### src/rtl/pipelined_cla_adder.sv
// pipelined_cla_adder
// Pipelined carry-lookahead adder/subtractor for the FIR datapath.
// WIDTH must be a multiple of 4, and WIDTH/4 must be divisible by GPS.
// Each pipeline stage resolves GPS 4-bit lookahead groups. The carry between
// stage clusters is registered.
// Optional feature: define PIPELINED_CLA_ADDER_SAT_EN to clamp the sum on
// signed overflow. The clamp is applied in the final stage, so latency is unchanged.
//
// Handshake (valid/ready):
// - A beat is accepted on a rising edge where in_valid && in_ready.
// - A result transfers on a rising edge where out_valid && out_ready.
// - in_ready = !out_valid || out_ready. It is the single advance enable for
//   every stage register, so the whole pipe moves or freezes as one unit.
// - While a result is held (out_valid && !out_ready), sum, c_out and ovf
//   stay stable.
// - Bubbles travel with the pipe and are never compressed.
//
// Pipe layout:
// - Rank 0 captures the operands. B is inverted for subtract, and the
//   effective carry-in is folded in.
// - Rank r (1..L) holds the sum bits resolved so far, and the carry into the
//   next cluster.
// - Rank L is the output register.
// - A beat accepted at edge n therefore appears after edge n+L.
module pipelined_cla_adder #(
  parameter int WIDTH = 16,
  parameter int GPS   = 1
) (
  input  logic             clk,
  input  logic             rst_n,
  input  logic             in_valid,
  output logic             in_ready,
  input  logic [WIDTH-1:0] a_in,
  input  logic [WIDTH-1:0] b_in,
  input  logic             c_in,
  input  logic             sub,
  output logic             out_valid,
  input  logic             out_ready,
  output logic [WIDTH-1:0] sum,
  output logic             c_out,
  output logic             ovf
);

  localparam int NG = WIDTH / 4;   // number of 4-bit lookahead groups
  localparam int L  = NG / GPS;    // pipeline latency in stages

  // Per-rank state: valid bit, carry into next cluster, partial sum
  logic [L:0]       v_q, v_d;
  logic [L:0]       c_q, c_d;
  logic [WIDTH-1:0] s_q [0:L];
  logic [WIDTH-1:0] s_d [0:L];
  // Operands (B already inverted when subtracting) travel alongside the carry
  logic [WIDTH-1:0] a_q [0:L-1];
  logic [WIDTH-1:0] a_d [0:L-1];
  logic [WIDTH-1:0] b_q [0:L-1];
  logic [WIDTH-1:0] b_d [0:L-1];
  logic             ovf_q, ovf_d;

  // Scratch signals for the carry chain inside one stage
  logic             carry;
  logic [WIDTH-1:0] acc;
  logic [4:0]       res;
  logic             raw_msb;
  logic             en;

  // 4-bit lookahead group: returns {carry_out, sum[3:0]}
  function automatic logic [4:0] cla4(input logic [3:0] a, input logic [3:0] b,
                                      input logic ci);
    logic [3:0] g;
    logic [3:0] p;
    logic [4:0] c;
    g    = a & b;
    p    = a ^ b;
    c[0] = ci;
    c[1] = g[0] | (p[0] & ci);
    c[2] = g[1] | (p[1] & g[0]) | (p[1] & p[0] & ci);
    c[3] = g[2] | (p[2] & g[1]) | (p[2] & p[1] & g[0]) | (p[2] & p[1] & p[0] & ci);
    c[4] = g[3] | (p[3] & g[2]) | (p[3] & p[2] & g[1]) | (p[3] & p[2] & p[1] & g[0])
         | (p[3] & p[2] & p[1] & p[0] & ci);
    return {c[4], p ^ c[3:0]};
  endfunction

  // Global advance enable: the pipe moves unless a held result blocks it
  assign en        = !out_valid || out_ready;
  assign in_ready  = en;
  assign out_valid = v_q[L];
  assign sum       = s_q[L];
  assign c_out     = c_q[L];
  assign ovf       = ovf_q;

  // Next-state for every rank: operand capture, then group resolution per stage
  always_comb begin
    carry   = 1'b0;
    acc     = '0;
    res     = '0;
    raw_msb = 1'b0;
    ovf_d   = 1'b0;

    // Rank 0: subtract is A + ~B + 1, so c_in is ignored when sub=1
    v_d[0] = in_valid;
    c_d[0] = sub | c_in;
    s_d[0] = '0;
    a_d[0] = a_in;
    b_d[0] = sub ? ~b_in : b_in;

    // Ranks 1..L: stage r-1 resolves groups (r-1)*GPS .. (r-1)*GPS+GPS-1
    for (int r = 1; r <= L; r++) begin
      v_d[r] = v_q[r-1];
      carry  = c_q[r-1];
      acc    = s_q[r-1];
      for (int j = 0; j < GPS; j++) begin
        res = cla4(a_q[r-1][4*((r-1)*GPS+j) +: 4], b_q[r-1][4*((r-1)*GPS+j) +: 4], carry);
        acc[4*((r-1)*GPS+j) +: 4] = res[3:0];
        carry = res[4];
      end
      c_d[r] = carry;
      s_d[r] = acc;
    end

    // Unresolved operand bits are delayed alongside the carry
    for (int r = 1; r < L; r++) begin
      a_d[r] = a_q[r-1];
      b_d[r] = b_q[r-1];
    end

    // Signed overflow: operands agree in sign but the raw result does not
    raw_msb = s_d[L][WIDTH-1];
    ovf_d   = (a_q[L-1][WIDTH-1] == b_q[L-1][WIDTH-1]) && (raw_msb != a_q[L-1][WIDTH-1]);

`ifdef PIPELINED_CLA_ADDER_SAT_EN
    // Clamp on overflow: raw MSB set means the true result was positive
    if (ovf_d) begin
      s_d[L] = raw_msb ? {1'b0, {(WIDTH-1){1'b1}}} : {1'b1, {(WIDTH-1){1'b0}}};
    end
`endif
  end

  // Pipeline registers:
  // - every rank advances only on en
  // - data loads only behind a valid beat, so bubbles leave it untouched
  always_ff @(posedge clk or negedge rst_n) begin
    if (!rst_n) begin
      v_q   <= '0;
      c_q   <= '0;
      ovf_q <= 1'b0;
      for (int r = 0; r <= L; r++) begin
        s_q[r] <= '0;
      end
      for (int r = 0; r < L; r++) begin
        a_q[r] <= '0;
        b_q[r] <= '0;
      end
    end else if (en) begin
      v_q <= v_d;
      for (int r = 0; r <= L; r++) begin
        if (v_d[r]) begin
          c_q[r] <= c_d[r];
          s_q[r] <= s_d[r];
        end
      end
      for (int r = 0; r < L; r++) begin
        if (v_d[r]) begin
          a_q[r] <= a_d[r];
          b_q[r] <= b_d[r];
        end
      end
      if (v_d[L]) begin
        ovf_q <= ovf_d;
      end
    end
  end

endmodule
### config.mk
export PLATFORM = sky130hd
export DESIGN_NAME = pipelined_cla_adder
export DESIGN_NICKNAME = d
export VERILOG_FILES = /design/src/rtl/pipelined_cla_adder.sv
export SDC_FILE = /design/constraint.sdc
export NUM_CORES = 1
export LEC_CHECK = 0
export ABC_AREA = 1
export BUFFER_PORTS_ARGS = -buffer_cell sky130_fd_sc_hd__buf_4
export CAP_MARGIN = 20
export CELL_PAD_IN_SITES_DETAIL_PLACEMENT = 0
export CELL_PAD_IN_SITES_GLOBAL_PLACEMENT = 1
export CORE_MARGIN = 2
export CORE_UTILIZATION = 31
export CTS_CLUSTER_SIZE = 28
export DETAILED_ROUTE_END_ITERATION = 12
export PLACE_DENSITY_LB_ADDON = 0.1
export SETUP_SLACK_MARGIN = 0.1
export SLEW_MARGIN = 0
export SYNTH_ARGS = -nofsm -noshare
export SYNTH_HDL_FRONTEND = slang
export SYNTH_SLANG_ARGS = --single-unit
export TNS_END_PERCENT = 30
### constraint.sdc
create_clock -name clk -period 1.82 [get_ports clk]
set_clock_uncertainty 0.05 [all_clocks]
set_input_delay 0.364 -clock clk [delete_from_list [all_inputs] [get_ports clk]]
set_output_delay 0.364 -clock clk [all_outputs]
set_load 0.03 [all_outputs]
* After elaboration in Yosys (flattened, before gate mapping) *
Index checks and enable logic that the tools add are counted.
W data, S select, Z words.

storage, ports and cells
  output and inout bits = 20
  flip-flop bits (word level) = 179
  input bits = 38
  word-level logic and storage cells = 148

operators by class
  equality and inequality tests = 2
  reduce and logical (&&, ||, !) cells = 8
  bitwise gates (word level) = 118
  multiplexer cells = 1

operators with widths
  cell                 number
  $and A1 B1 Y1        64
  $or A1 B1 Y1         41
  $xor A4 B4 Y4        8
  $and A4 B4 Y4        4
  $mux W16             1
  $not A16 Y16         1
  $reduce_and A2 Y1    5
  $eq A1 B1 Y1         1
  $logic_and A1 B1 Y1  1
  $logic_not A1 Y1     1
  $logic_or A1 B1 Y1   1
  $ne A1 B1 Y1         1

* Logic depth before layout (Yosys ltp) *
Gate-level depths: netlist of run 1.

  word-level depth = 8
  gate-level depth with buffers = 9
  mapped depth without buffers = 8

* Worst setup path after synthesis of run 1 *
Ideal clock, no wire load.

  kind = register to output
  start = reg v_q[4]
  end = out in_ready
  path slack = 0.248 ns
  buffers on the path = 0
  data required time = 1.406 ns
  stages on the path, launching flop included = 4
  arrival = 1.158 ns
  cells stage by stage = dfrtp_1 inv_1 nor2_8 inv_1

between the ends
  longest elaborated chain between the ends = 2

ends and longest elaborated chain
  element                 line  RTL
  from (decl)             48    logic [L:0] v_q, v_d;
  from (signal assigned)  154   v_q <= v_d;
  $logic_not A1 Y1        84    assign en = !out_valid || out_ready;
  $logic_or A1 B1 Y1      84
  to (decl)               32    output logic in_ready,

Every way passes these cells.

* Final worst setup path of run 1 *
Same ends and word-level chain as after synthesis.

==> reports/results.tsv, run 1 <==
stage	metric	value	unit
synthesis	synthesis.instances	650	
die	num_rows	50	
sta	worst_pin_slew	472	ps
die	dieArea	0.0203	mm2
worst_setup_path	reg2regPathDepth	7	
pwr	total_leakage_power	3.62	nW
hold_path	min_path_type	in -> reg	
pwr	p_per_area	1760	mW/mm2
route	vias	4136	
worst_setup_path	start_kind	register	
sta	rsz0062_at_grt	true	
die	initial_utilization	0.316	
sta	drv_slew	0	
final_layout	area_growth	20.5	%
worst_setup_path	worst_setup_path_end_kind	output pin	
final_layout	antenna_cells	0	
hold_path	whs_path_depth	3	
die	core	0.0188	mm2
grt	grt_usage	0.132	
clocking	htreeDepth	4	
worst_setup_path	path_class	reg -> out	
placed_design	dp_hpwl	8.52	mm
grt	antenna_found_initial	0	
route	drtPass1Iterations	4	
pwr	pwr-share-seq	0.374	
clocking	clk_root_buffer_cell	clkbuf_16	
pwr	internal_power	0.00802	W
grt	grt_max_degree	55	
pwr	vdd_drop_max	0.692	mV
synthesis	synth_nets	708	
worst_setup_path	crit_fanout	6	
grt	grt_pass1_wl	20.9	mm
sta	period_share	0.888	
placed_design	globalplace.congestion	0.771	
clocking	tritoncts	yes	
pwr	swShare	0.362	
route	drtIter0Drc	183	
sta	max_freq	619	MHz
clocking	cts_sinks	131	
worst_setup_path	worstPathRequired	1410	ps
die	die_h	142	um
clocking	clkLatencyLatePin	410	ps
placed_design	io_buffers	57	
sta	hold_violations	0	
sta	tns	0	ps
grt	grt_pass1_vias	4120	
route	vias_per_cell	4.35	
clocking	cts_made_buffers	17	
worst_setup_path	arrival	1200	ps
pwr	clkPwrFrac	0.281	
synthesis	avgSynthCellArea	9.13	um2
final_layout	final_common_cell	nand2_1	
synthesis	ys_warn_count	0	
synthesis	synth_cell_type_count	27	
route	drc	0	
pwr	power_frac_comb	0.345	
final_layout	fin_nets	765	
route	wirelength	12.2	mm
pwr	switchingPower	0.00455	W
sta	finalSetupViolCount	0	
job	cap_violations	0	
synthesis	synth_seq_cells	131	
route	routedWlPerCell	12.8	um
grt	overflow	0	
final_layout	mostFrequentLayoutCells	233 x nand2_1, 131 x dfrtp_1, 69 x o21ai_0	
die	die_x	142	um
synthesis	netlist_area	0.00594	mm2
sta	holdWs	104	ps
die	pin_count	58	
route	ant_nets	0	
sta	relSlewSlack	0.685	
clocking	clock_path_buffers	2	
sta	min_period	1620	ps
status	run_status	finished, final reports clean	
final_layout	final_layout_size_suffix_gt1_frac	0.162	
clocking	clk_pin_slew	60	ps
synthesis	seq_area_frac_synth	0.552	
## what timing repair did
action	CTS	global route
hold buffers	1	0
endpoints found under the setup margin	1	69
buffers inserted	1	2
resized for setup	0	2
cloned	1	0
hold endpoints to repair	20	0
pin swaps	2	2
## worst paths after layout
path | from | end | slack (ps)
hold / removal | a_in[11] | a_d[43]$_DFFE_PN0P_ | 100
setup / recovery | v_q[4]$_DFFE_PN0N_ | in_ready | 200
hold reg to reg | a_d[43]$_DFFE_PN0P_ | a_d[43]$_DFFE_PN0P_ | 420
min in group asynchronous | rst_n | acc[8]$_DFFE_PN0P_ | 350
max in group asynchronous | rst_n | v_q[0]$_DFFE_PN0N_ | 670
setup reg to reg | v_q[4]$_DFFE_PN0N_ | a_d[13]$_DFFE_PN0P_ | 230
## cells in the mapped netlist
cell type | instances | area [um2]
dfrtp_1 | 131 | 3280
nor2_1 | 13 | 48.8
inv_4 | 3 | 18.8
or2_2 | 1 | 6.26
o21ai_2 | 6 | 52.6
a31oi_1 | 1 | 6.26
xnor2_1 | 12 | 105
nor2_4 | 2 | 22.5
clkbuf_1 | 3 | 11.3
a21oi_1 | 7 | 35.0
buf_12 | 2 | 40.0
buf_2 | 12 | 60.1
nand2_1 | 233 | 875
o21ai_1 | 16 | 80.1
buf_6 | 4 | 45.0
inv_1 | 61 | 229
buf_4 | 7 | 52.6
xor2_1 | 8 | 70.1
nand3_2 | 1 | 10.0
nor2_8 | 4 | 80.1
nand3_1 | 19 | 95.1
ha_1 | 16 | 200
nand2_2 | 5 | 31.3
o21ai_0 | 69 | 345
nand4_1 | 8 | 50.1
inv_2 | 2 | 7.51
fa_1 | 4 | 80.1
## through the flow
stage	setup WS [ps]	area [um2]	cells	power (W)	utilization
floorplan	248	5940	650	0.00802	-
global placement	191	6500	917	0.00904	0.346
detailed placement	190	6500	917	0.00912	0.346
CTS	34.6	7140	949	0.0128	0.380
global route	46.7	7150	951	0.0136	0.381
finish	203	7150	951	0.0126	0.381
## final cells by class
class | count | area [um2]
multi-input combinational | 426 | 2200
timing repair buffer | 65 | 515
tap | 234 | 293
sequential | 131 | 3280
clock buffer | 24 | 482
fill | 1941 | 11600
inverter | 66 | 255
clock inverter | 5 | 125
## critical path, stage by stage (launching register included)
cell     delay (ps)
dfrtp_1         380
inv_2           100
nor2_8           50
inv_2            90
buf_4           170
## flip-flops by register name (all words and copies together) (netlist names)
register / flops
ovf: 1
a_q: 4
acc: 12
a_d: 36
c_q: 5
b_d: 36
s_d: 12
sum: 16
v_q: 5
b_q: 4
## cell families after synthesis
logic type | synth area share
AND/OR/NAND/NOR | 0.205
flip-flops | 0.552
AO/OA/AOI/OAI | 0.0875
buffers and inverters | 0.0782
XOR/XNOR | 0.0295
adder cells (fa/ha/maj) | 0.0472
## power by group through the flow
stage,Combinational (W),Clock [W],Sequential [W]
2_1_floorplan,0.00309,0,0.00493
3_3_place_gp,0.00431,0,0.00473
3_5_place_dp,0.00436,0,0.00476
4_1_cts,0.00443,0.00363,0.00472
5_1_grt,0.00502,0.00376,0.00486
6_report,0.00434,0.00353,0.00470
## routing by layer
| metal | vias up | global-route usage | wire length [um] |
|---|---|---|---|
| met2 | 78 | 0.193 | 5100 |
| li1 | 2162 | - | - |
| met1 | 1884 | 0.189 | 6520 |
| met3 | 12 | 0.0387 | 408 |
| met5 | - | 0 | 0 |
| met4 | 0 | 0.0380 | 138 |
Note: power is estimated with default switching activity, not from simulation.
==> run 2: changes to the inputs <==
--- a/config.mk
+++ b/config.mk
@@ -14,6 +14,7 @@
 export CORE_UTILIZATION = 31
 export CTS_CLUSTER_SIZE = 28
 export DETAILED_ROUTE_END_ITERATION = 12
+export HOLD_SLACK_MARGIN = 0.12
 export PLACE_DENSITY_LB_ADDON = 0.1
 export SETUP_SLACK_MARGIN = 0.1
 export SLEW_MARGIN = 0
==> reports/results.tsv, run 2 (synthesis results as in run 1) <==
stage	metric	value	unit
status	run_status	finished, final reports clean	
sta	min_period	1620	ps
clocking	cts_made_buffers	17	
route	wirelength	12.2	mm
die	pin_count	58	
sta	hold_violations	0	
final_layout	mostFrequentLayoutCells	233 x nand2_1, 131 x dfrtp_1, 69 x o21ai_0	
grt	grt_pass1_vias	4165	
worst_setup_path	cpPeakStageDelay	380	ps
worst_setup_path	crit_path_top_delay_cell	dfrtp_1	
final_layout	final_layout_size_suffix_gt1_frac	0.158	
route	routedWlPerCell	12.6	um
clocking	htreeDepth	4	
placed_design	io_buffers	57	
worst_setup_path	arrival	1200	ps
pwr	p_per_area	1720	mW/mm2
final_layout	antenna_cells	0	
sta	drv_slew	0	
placed_design	dp_hpwl	8.52	mm
sta	rsz0062_at_grt	true	
worst_setup_path	path_delay_family	flip-flops	
route	drc	0	
die	dieArea	0.0203	mm2
hold_path	min_path_type	in -> reg	
grt	grt_max_degree	55	
grt	grt_pass1_wl	21.0	mm
die	initial_utilization	0.316	
clocking	clk_pin_slew	50	ps
die	die_x	142	um
worst_setup_path	path_cells	inv_2, nor2_8, inv_2, buf_4	
clocking	clk_root_buffer_cell	clkbuf_16	
die	core	0.0188	mm2
die	num_rows	50	
worst_setup_path	regToRegSetupSlack	230	ps
worst_setup_path	path_class	reg -> out	
sta	period_share	0.888	
sta	tns	0	ps
final_layout	final_common_cell	nand2_1	
route	drtIter0Drc	168	
job	cap_violations	0	
grt	overflow	0	
final_layout	area_growth	23.2	%
worst_setup_path	crit_fanout	6	
placed_design	globalplace.congestion	0.771	
worst_setup_path	worstPathBufferInverterCount	3	
clocking	cts_sinks	131	
worst_setup_path	worst_setup_path_end_kind	output pin	
sta	worst_pin_slew	477	ps
worst_setup_path	start_kind	register	
sta	max_freq	619	MHz
final_layout	utilization	0.390	
route	vias	4191	
clocking	clkLatencyLatePin	410	ps
pwr	total_leakage_power	3.68	nW
grt	antenna_found_initial	0	
sta	relSlewSlack	0.681	
worst_setup_path	worstPathRequired	1410	ps
grt	grt_usage	0.132	
route	vias_per_cell	4.33	
clocking	clock_path_buffers	2	
clocking	tritoncts	yes	
final_layout	fin_nets	781	
route	drtPass1Iterations	4	
sta	holdWs	144	ps
worst_setup_path	cpMostUsedCell	inv_2	
sta	finalSetupViolCount	0	
route	ant_nets	0	
pwr	vdd_drop_max	0.692	mV
die	die_h	142	um
[run 2: changes by cell type in the layout (fill, tap and decap cells not counted)]
cell and change:
dlygate4sd3_1 +16
[run 2: worst reg2reg max path: cells and delay by family (launching register included)]
family | cells | cell delay, ps
and+or+nand+nor | 3 | 460
AOI/OAI and AO/OA | 1 | 70
buffers and inverters | 3 | 500
DFF | 1 | 380
[run 2: area by class of cell]
type,count,area [um2]
Clock buffer,24,482
Sequential cell,131,3280
Multi-Input combinational cell,426,2200
Inverter,66,255
Fill cell,1927,11500
Timing Repair Buffer,81,676
Tap cell,234,293
Clock inverter,5,125
[run 2: what timing repair did]
action,in CTS,in global routing
cloned,1,0
endpoints found under the setup margin,1,69
setup buffers,1,2
resized for setup,0,2
pin swaps,2,2
endpoints found under the hold margin,43,0
hold buffers,17,0
[run 2: power by group]
group | internal, W | switching [W]
clock network | 0.00238 | 0.00115
registers | 0.00408 | 0.000623
logic | 0.00158 | 0.00278
[run 2: per-layer routing]
| metal | GRT usage | share of wire | vias to the layer above |
|---|---|---|---|
| li1 | - | - | 2194 |
| met3 | 0.0384 | 0.034 | 12 |
| met1 | 0.189 | 0.53 | 1907 |
| met5 | 0 | 0 | - |
| met2 | 0.195 | 0.42 | 78 |
| met4 | 0.0380 | 0.011 | 0 |
[run 2: per-stage QoR]
stage | area [um2] | std cells | power, W | setup WS, ps
after global placement | 6500 | 917 | 0.00904 | 191
after global routing | 7310 | 967 | 0.0137 | 46.7
after CTS | 7300 | 965 | 0.0128 | 34.6
final | 7310 | 967 | 0.0126 | 203
after detailed placement | 6500 | 917 | 0.00912 | 190
after floorplan | 5940 | 650 | 0.00802 | 248
[run 2: path summary, 6_finish.rpt]
path | start | end | depth (start not counted)
max | v_q[4]$_DFFE_PN0N_ | in_ready | 4
min reg2reg | a_d[43]$_DFFE_PN0P_ | a_d[43]$_DFFE_PN0P_ | 2
max reg2reg | v_q[4]$_DFFE_PN0N_ | a_d[13]$_DFFE_PN0P_ | 7
min | c_in | c_q[0]$_DFFE_PN0P_ | 3
max in group asynchronous | rst_n | v_q[0]$_DFFE_PN0N_ | 3
min in group asynchronous | rst_n | acc[8]$_DFFE_PN0P_ | 2
